### src/rtl/sonar_tx_scheduler.sv
// Sonar measurement frame scheduler.
// Sends one 8-character ASCII frame "AAA,DDD#" (servo angle and distance,
// three BCD digits each) to a serial transmitter, one character at a time.
// The scheduler starts each character with tx_partida and waits for
// tx_pronto. Digits are captured once at frame start, so the frame is
// consistent even if the inputs change while it is being sent. A frame is
// aborted with an erro pulse when the transmitter does not answer within
// TIMEOUT_CICLOS cycles.
module sonar_tx_scheduler #(
  parameter int TIMEOUT_CICLOS = 10000
) (
  input  logic       clock,
  input  logic       reset,
  input  logic       transmitir,
  input  logic [3:0] angulo_centena,
  input  logic [3:0] angulo_dezena,
  input  logic [3:0] angulo_unidade,
  input  logic [3:0] distancia_centena,
  input  logic [3:0] distancia_dezena,
  input  logic [3:0] distancia_unidade,
  input  logic       tx_pronto,
  output logic       tx_partida,
  output logic [6:0] tx_dados,
  output logic       envio_pronto,
  output logic       erro,
  output logic       ocupado,
  output logic [3:0] db_estado
);

  // The counter only has to hold values up to TIMEOUT_CICLOS-1.
  localparam int CNT_W = (TIMEOUT_CICLOS > 2) ? $clog2(TIMEOUT_CICLOS) : 1;
  localparam logic [CNT_W-1:0] CNT_LAST = CNT_W'(TIMEOUT_CICLOS - 1);

  typedef enum logic [3:0] {
    INICIAL   = 4'h0,
    PREPARA   = 4'h1,
    TRANSMITE = 4'h2,
    ESPERA    = 4'h3,
    PROXIMO   = 4'h4,
    FIM       = 4'h5,
    ERRO      = 4'hF
  } state_t;

  state_t           state;
  logic [2:0]       index;
  logic [CNT_W-1:0] cnt;
  logic [3:0]       cap_ang_c, cap_ang_d, cap_ang_u;
  logic [3:0]       cap_dist_c, cap_dist_d, cap_dist_u;

  // A non-BCD digit is shown as '?' so a corrupt reading is visible at the receiver.
  function automatic logic [6:0] digit_char(input logic [3:0] d);
    if (d <= 4'd9) return 7'h30 + {3'b000, d};
    else           return 7'h3F;
  endfunction

  // Character for the current index, built from the captured digits only.
  always_comb begin
    tx_dados = 7'h30;
    case (index)
      3'd0: tx_dados = digit_char(cap_ang_c);
      3'd1: tx_dados = digit_char(cap_ang_d);
      3'd2: tx_dados = digit_char(cap_ang_u);
      3'd3: tx_dados = 7'h2C;
      3'd4: tx_dados = digit_char(cap_dist_c);
      3'd5: tx_dados = digit_char(cap_dist_d);
      3'd6: tx_dados = digit_char(cap_dist_u);
      3'd7: tx_dados = 7'h23;
      default: tx_dados = 7'h30;
    endcase
  end

  assign ocupado   = (state != INICIAL);
  assign db_estado = state;

  // Frame FSM. The pulse outputs are registered on entry to the state that owns them.
  always_ff @(posedge clock) begin
    if (reset) begin
      state        <= INICIAL;
      index        <= 3'd0;
      cnt          <= '0;
      cap_ang_c    <= 4'd0;
      cap_ang_d    <= 4'd0;
      cap_ang_u    <= 4'd0;
      cap_dist_c   <= 4'd0;
      cap_dist_d   <= 4'd0;
      cap_dist_u   <= 4'd0;
      tx_partida   <= 1'b0;
      envio_pronto <= 1'b0;
      erro         <= 1'b0;
    end else begin
      tx_partida   <= 1'b0;
      envio_pronto <= 1'b0;
      erro         <= 1'b0;
      case (state)
        INICIAL: begin
          if (transmitir) begin
            cap_ang_c  <= angulo_centena;
            cap_ang_d  <= angulo_dezena;
            cap_ang_u  <= angulo_unidade;
            cap_dist_c <= distancia_centena;
            cap_dist_d <= distancia_dezena;
            cap_dist_u <= distancia_unidade;
            index      <= 3'd0;
            state      <= PREPARA;
          end
        end
        PREPARA: begin
          tx_partida <= 1'b1;
          state      <= TRANSMITE;
        end
        TRANSMITE: begin
          cnt   <= '0;
          state <= ESPERA;
        end
        ESPERA: begin
          // A character completing on the last allowed cycle still counts.
          if (tx_pronto) begin
            state <= PROXIMO;
          end else if (cnt == CNT_LAST) begin
            erro  <= 1'b1;
            state <= ERRO;
          end else begin
            cnt <= cnt + 1'b1;
          end
        end
        PROXIMO: begin
          if (index == 3'd7) begin
            envio_pronto <= 1'b1;
            state        <= FIM;
          end else begin
            index <= index + 3'd1;
            state <= PREPARA;
          end
        end
        FIM:     state <= INICIAL;
        ERRO:    state <= INICIAL;
        default: state <= INICIAL;
      endcase
    end
  end

endmodule

### config.mk
export PLATFORM = sky130hd
export DESIGN_NAME = sonar_tx_scheduler
export DESIGN_NICKNAME = d
export VERILOG_FILES = /design/src/rtl/sonar_tx_scheduler.sv
export SDC_FILE = /design/constraint.sdc
export NUM_CORES = 1
export LEC_CHECK = 0
export BUFFER_PORTS_ARGS = -buffer_cell sky130_fd_sc_hd__clkbuf_2
export CORE_MARGIN = 2
export CORE_UTILIZATION = 50
export CTS_BUF_LIST = sky130_fd_sc_hd__clkbuf_16
export DETAILED_ROUTE_END_ITERATION = 6
export GPL_TIMING_DRIVEN = 0
export PLACE_DENSITY = 0.75
export SLEW_MARGIN = 20
export SYNTH_ARGS = -nofsm -noshare
export SYNTH_HDL_FRONTEND = slang
export SYNTH_SLANG_ARGS = --single-unit
### constraint.sdc
create_clock -name clock -period 1.55 [get_ports clock]
set_input_delay 0.0775 -clock clock [delete_from_list [all_inputs] [get_ports clock]]
set_output_delay 0.0775 -clock clock [all_outputs]
set_load 0.03 [all_outputs]
== After elaboration in Yosys (flattened, before gate mapping) ==
Index checks and enable logic that the tools add are counted.

* Register bits after elaboration: 48
* Output and inout port bits: 15
* Word-level logic and storage cells: 77

* $add $sub $neg: 8
* Magnitude comparators: 6
* Equal/unequal tests: 17
* Muxes and demuxes: 21
* Bitwise gates (word level): 2
* Reduce and logical (&&, ||, !) cells: 11

{| class="wikitable"
|+ Operators by type and width
! cell !! count
|-
| one-hot mux 7 bit (8 select lines) || 1
|-
| adder 6 x 4 -> 7 bit, first input constant || 6
|-
| two-way mux 7 bit || 6
|-
| two-way mux 14 bit || 2
|-
| one-hot mux 14 bit (2 select lines) || 1
|-
| <= comparator 4 bit, second input constant || 6
|-
| one-hot mux 4 bit (5 select lines) || 1
|-
| adder 14 x 1 -> 14 bit, second input constant || 1
|-
| equality test 14 bit, second input constant || 1
|-
| equality test 3 bit, second input constant || 4
|-
| two-way mux 4 bit || 3
|-
| two-way mux 3 bit || 3
|-
| equality test 4 x 2 -> 1 bit, second input constant || 2
|-
| inequality test 2 bit, second input constant || 4
|-
| equality test 3 x 2 -> 1 bit, second input constant || 2
|-
| one-hot mux 3 bit (2 select lines) || 1
|-
| AND reduction 3 bit || 2
|-
| equality test 4 x 1 -> 1 bit, second input constant || 1
|-
| equality test 4 x 3 -> 1 bit, second input constant || 1
|-
| zero test 4 bit || 1
|-
| AND reduction 2 bit || 2
|-
| nonzero test 2 bit || 2
|-
| nonzero test 4 bit || 1
|-
| adder 3 x 1 -> 3 bit, second input constant || 1
|-
| 7 further kinds || 10
|}

== Depth between registers and ports, before layout ==
* Depth in word-level cells: 4
* Gate-level depth with buffers: 7

== Worst setup path after synthesis ==
OpenSTA, ideal clock, no wires.

* Path type: flip-flop to flip-flop
* From: register state[1], in the netlist db_estado[1]
* To: register cnt[11]
* Library setup time: 70 ps
* Arrival: 1923 ps
* Required time: 1480 ps
* Setup slack: -443 ps
* Stages on the path, launching flop included: 7
* Cell sequence: dfxtp_1 -> buf_2 -> nand4bb_4 -> or4b_1 -> buf_2 -> or3_1 -> a21oi_1

* Word-level cells in the longest chain between the ends: 3

{| class="wikitable"
|+ RTL lines
! item !! line !! text
|-
| start: declaration || 44 || <nowiki>state_t state;</nowiki>
|-
| start signal: assignment || 78 || <nowiki>state <= INICIAL;</nowiki>
|-
| start signal: assignment || 104 || <nowiki>state <= PREPARA;</nowiki>
|-
| start signal: assignment || 109 || <nowiki>state <= TRANSMITE;</nowiki>
|-
| equality test 4 x 2 -> 1 bit || 94 || <nowiki>case (state)</nowiki>
|-
| inequality test 2 bit (no line) or nonzero test 2 bit (tied branches) || - ||
|-
| AND reduction 3 bit (no line) || - ||
|-
| end signal: assignment || 123 || <nowiki>cnt <= cnt + 1'b1;</nowiki>
|-
| end: declaration || 46 || <nowiki>logic [CNT_W-1:0] cnt;</nowiki>
|}

Parallel ways exist; a longest one is shown, timed or not.
A chain may end at the register's enable or synchronous reset.

== Worst setup path in the final report ==
* From: register index[0]
* To: output port tx_dados[1]

* Word-level cells in the longest chain between the ends: 2

{| class="wikitable"
|+ RTL lines
! item !! line !! text
|-
| start: declaration || 45 || <nowiki>logic [2:0] index;</nowiki>
|-
| start signal: assignment || 131 || <nowiki>index <= index + 3'd1;</nowiki>
|-
| equality test 3 bit, or another cell as far along || 59 || <nowiki>case (index)</nowiki>
|-
| one-hot mux 7 bit (8 select lines) (*) || 59 ||
|-
| end: declaration || 23 || <nowiki>output logic [6:0] tx_dados,</nowiki>
|}

Every way passes the cells marked *; elsewhere a longest branch is shown, timed or not.

==> results.cfg <==
[logic_synthesis]
yosysTopAreaCell = dfxtp_1
synthArstFlopShare = 0
ys_ff_latch = 48
yosysMostFrequentCell = nand2_1
syn_nets = 351
ys_types = 46
synthTopCellsByCount = 65 x nand2_1, 48 x dfxtp_1, 39 x a21oi_1, 14 x inv_1, 14 x nand3_1
ys_seq_area_frac = 0.3904
synth_top_area_share = 0.3904
synth_ff_type = dfxtp_1
syn-cell-area_sq_um = 2461
syn_inst = 316
synth_edf_count = 0
postSynthAreaPerCell_sq_um = 7.788
synth_area_leaders = dfxtp_1 39%, nand2_1 9.9%, a21oi_1 7.9%
yosysWarnings = 0

[sta]
fmax_mhz = 495.6
timing.clock.skew_ns = 0.003735
finalHoldViolations = 0
rsz0062_at_grt = true
relSlewSlack = 0.4841
slew_viol_final = 0
finalWorstSetupSlack_ns = -0.4677
tns_ns = -2.716
fin_crit_sh = 1.302
worst_pin_slew_ns = 0.7641
fin_crit_ns = 2.018
setup_violations = 11

[route]
drtIter0Drc = 190
dr_total_vias = 2574
antenna_left = 0
drt-total-wl_mm = 6.740
wl_per_cell_um = 15.25
via_per_inst = 5.824
drc_errors = 0
drtPass1Iterations = 4

[pwr]
peakVddDrop_uv = 712.5
p_per_area_nw_per_um2 = 845.8
leakage_nw = 1.313

[global_routing]
grt_use_met3 = 0.04472
antenna_found_initial = 0
top_usage_layer = met2
grt_pass1_vias = 2253
grtUsageMet1 = 0.3412
track_usage = 0.2451
grt_util_met2 = 0.3869
grt_overflow = 0
grt_max_degree = 17
grt_pass1_wl_mm = 10.51

[worst_setup_path]
arrival_ns = 1.94
endpoint = tx_dados[1]
critPathLaunchType = flop
r2r-end = cnt[13]$_SDFFE_PP0P_
crit_fanout = 7
rrSetupSlack_ns = -0.22
r2r.worst_path.cells = 5
critPathKind = reg2out
crit_path_start = index[0]$_SDFFE_PP0P_
end_kind = output port
reg2reg_from = db_estado[2]$_SDFFE_PP0P_
cp.required_ns = 1.47

[floorplanning]
placementRows = 25
start_util = 0.5211
die-width_um = 74.16
io_pins = 43
core-area_sq_um = 4723
die_y_um = 74.16
die-area_sq_um = 5500

[cells_and_area]
multi_input_area_sq_um = 1695
nets = 409
drive_gt1_frac = 0.3627
fill_cells = 364
seq_area_sq_um = 993.5
syn2layout_area_growth_pct = 39.60
insertedDiodeCount = 0
utilization = 0.7274

[run]
drv_cap = 0

[clocking]
cts_tree = yes
clkLatencyLatePin_ns = 0.28
holdBufCountCts = 0
clockBufferDepth = 2
cts.root.buffer_cell = clkbuf_16
cts_max_level = 2
clkSinkCount = 48
clk_pin_slew_ns = 0.07
cts_made_buffers = 5

[hold_path]
hp-start = distancia_unidade[2]
worst_hold_path.num_cells = 3
hold_path_class = in2reg

[run_status]
outcome = finished, violations left
failed_checks = negative setup slack

[place]
gp_congestion = 0.9139
io_buffers = 39
pre_cts_ws_ns = -0.6701
hpwl_mm = 4.331
==> placed cells by master, fill, tap and decap left out, types with 3 or more instances in the layout <==
cell type  instances
a31oi_4            3
nand3_2            3
nor2_1             9
clkbuf_16          5
a21oi_1           37
o31ai_1            3
inv_1             13
or3_1              7
clkbuf_1           5
clkbuf_2          37
a211o_1            6
and2_1             3
nor2_4             3
nand4_1            4
dfxtp_2            8
ha_2               3
buf_4             17
dfxtp_1           34
dfxtp_4            6
mux2i_1            4
nand2_1           64
buf_6              4
nand3_1           11
buf_8              4
o21ai_0           12
ha_4               3
==> worst min path at each step <==
stage	end	slack [ns]
detailed placement	cap_ang_c[0]$_SDFFE_PP0P_	0.31
global route	cap_dist_u[2]$_SDFFE_PP0P_	0.0006
floorplan	erro$_SDFF_PP0_	0.15
finish	cap_dist_u[2]$_SDFFE_PP0P_	0.007
CTS	cap_dist_u[2]$_SDFFE_PP0P_	0.004
global placement	cap_ang_c[1]$_SDFFE_PP0P_	0.30
==> final cells by class <==
cell class	count	share of cell area
Clock buffer	5	0.03642
Buffer	14	0.02622
Clock inverter	3	0.006555
Multi-Input combinational cell	235	0.4934
Tap cell	67	0.02440
Inverter	14	0.01529
Sequential cell	48	0.2891
Timing Repair Buffer	56	0.1085
==> worst max-delay path, stage by stage, from the launching register on <==
cell      delay, ns
dfxtp_4        0.37
ha_4           0.18
ha_4           0.17
nor4_4         0.32
nand2_4        0.16
a211oi_4       0.23
a31oi_4        0.05
buf_8          0.17
==> through the flow <==
stage	cells	cell area, sq um	hold slack, ns	total power, mW
finish	442	3436	0.006575	2.906
global route	442	3436	0.0005642	3.031
CTS	434	3274	0.004417	2.886
detailed placement	422	2890	0.3058	1.763
global placement	422	2890	0.3006	1.754
floorplan	316	2611	0.1542	1.638
==> power by group <==
group          switching (mW)  leakage, nW  internal [mW]  total (mW)
clock network           0.480       0.0742          0.604        1.08
registers              0.0720        0.399           1.28        1.35
logic                   0.265        0.840          0.203       0.468
total                   0.817         1.31           2.09        2.91
==> state kept, by name, summed over array words and instances (netlist names), 3 cells and up <==
signal	flops
cap_ang_c	4
cap_ang_d	4
cap_ang_u	4
cap_dist_c	4
cap_dist_d	4
cap_dist_u	4
cnt	14
db_estado	4
index	3
==> metal layers <==
layer,vias up,part of all wire
met2,91,0.48
li1,1243,-
met5,-,0
met1,1230,0.45
met4,0,0.013
met3,10,0.053
==> cell families (layout without fill, tap and decap cells) <==
| logic type | count (synthesis) | count (layout) | synth area share |
|---|---|---|---|
| compound gates | 82 | 82 | 0.2044 |
| mux | 6 | 6 | 0.02542 |
| xor+xnor | 1 | 1 | 0.003559 |
| buf+inv | 33 | 92 | 0.05846 |
| flops | 48 | 48 | 0.3904 |
| simple gates | 137 | 137 | 0.2791 |
| fa+ha+maj | 7 | 7 | 0.03559 |
| other cells | 2 | 2 | 0.003051 |
==> what timing repair did <==
action	in CTS	in global routing
gates cloned	1	0
gates resized for setup	51	33
pin swaps	16	12
setup endpoints to repair	49	40
setup buffers	8	11
No activity file was read; power rests on OpenSTA's default activity.
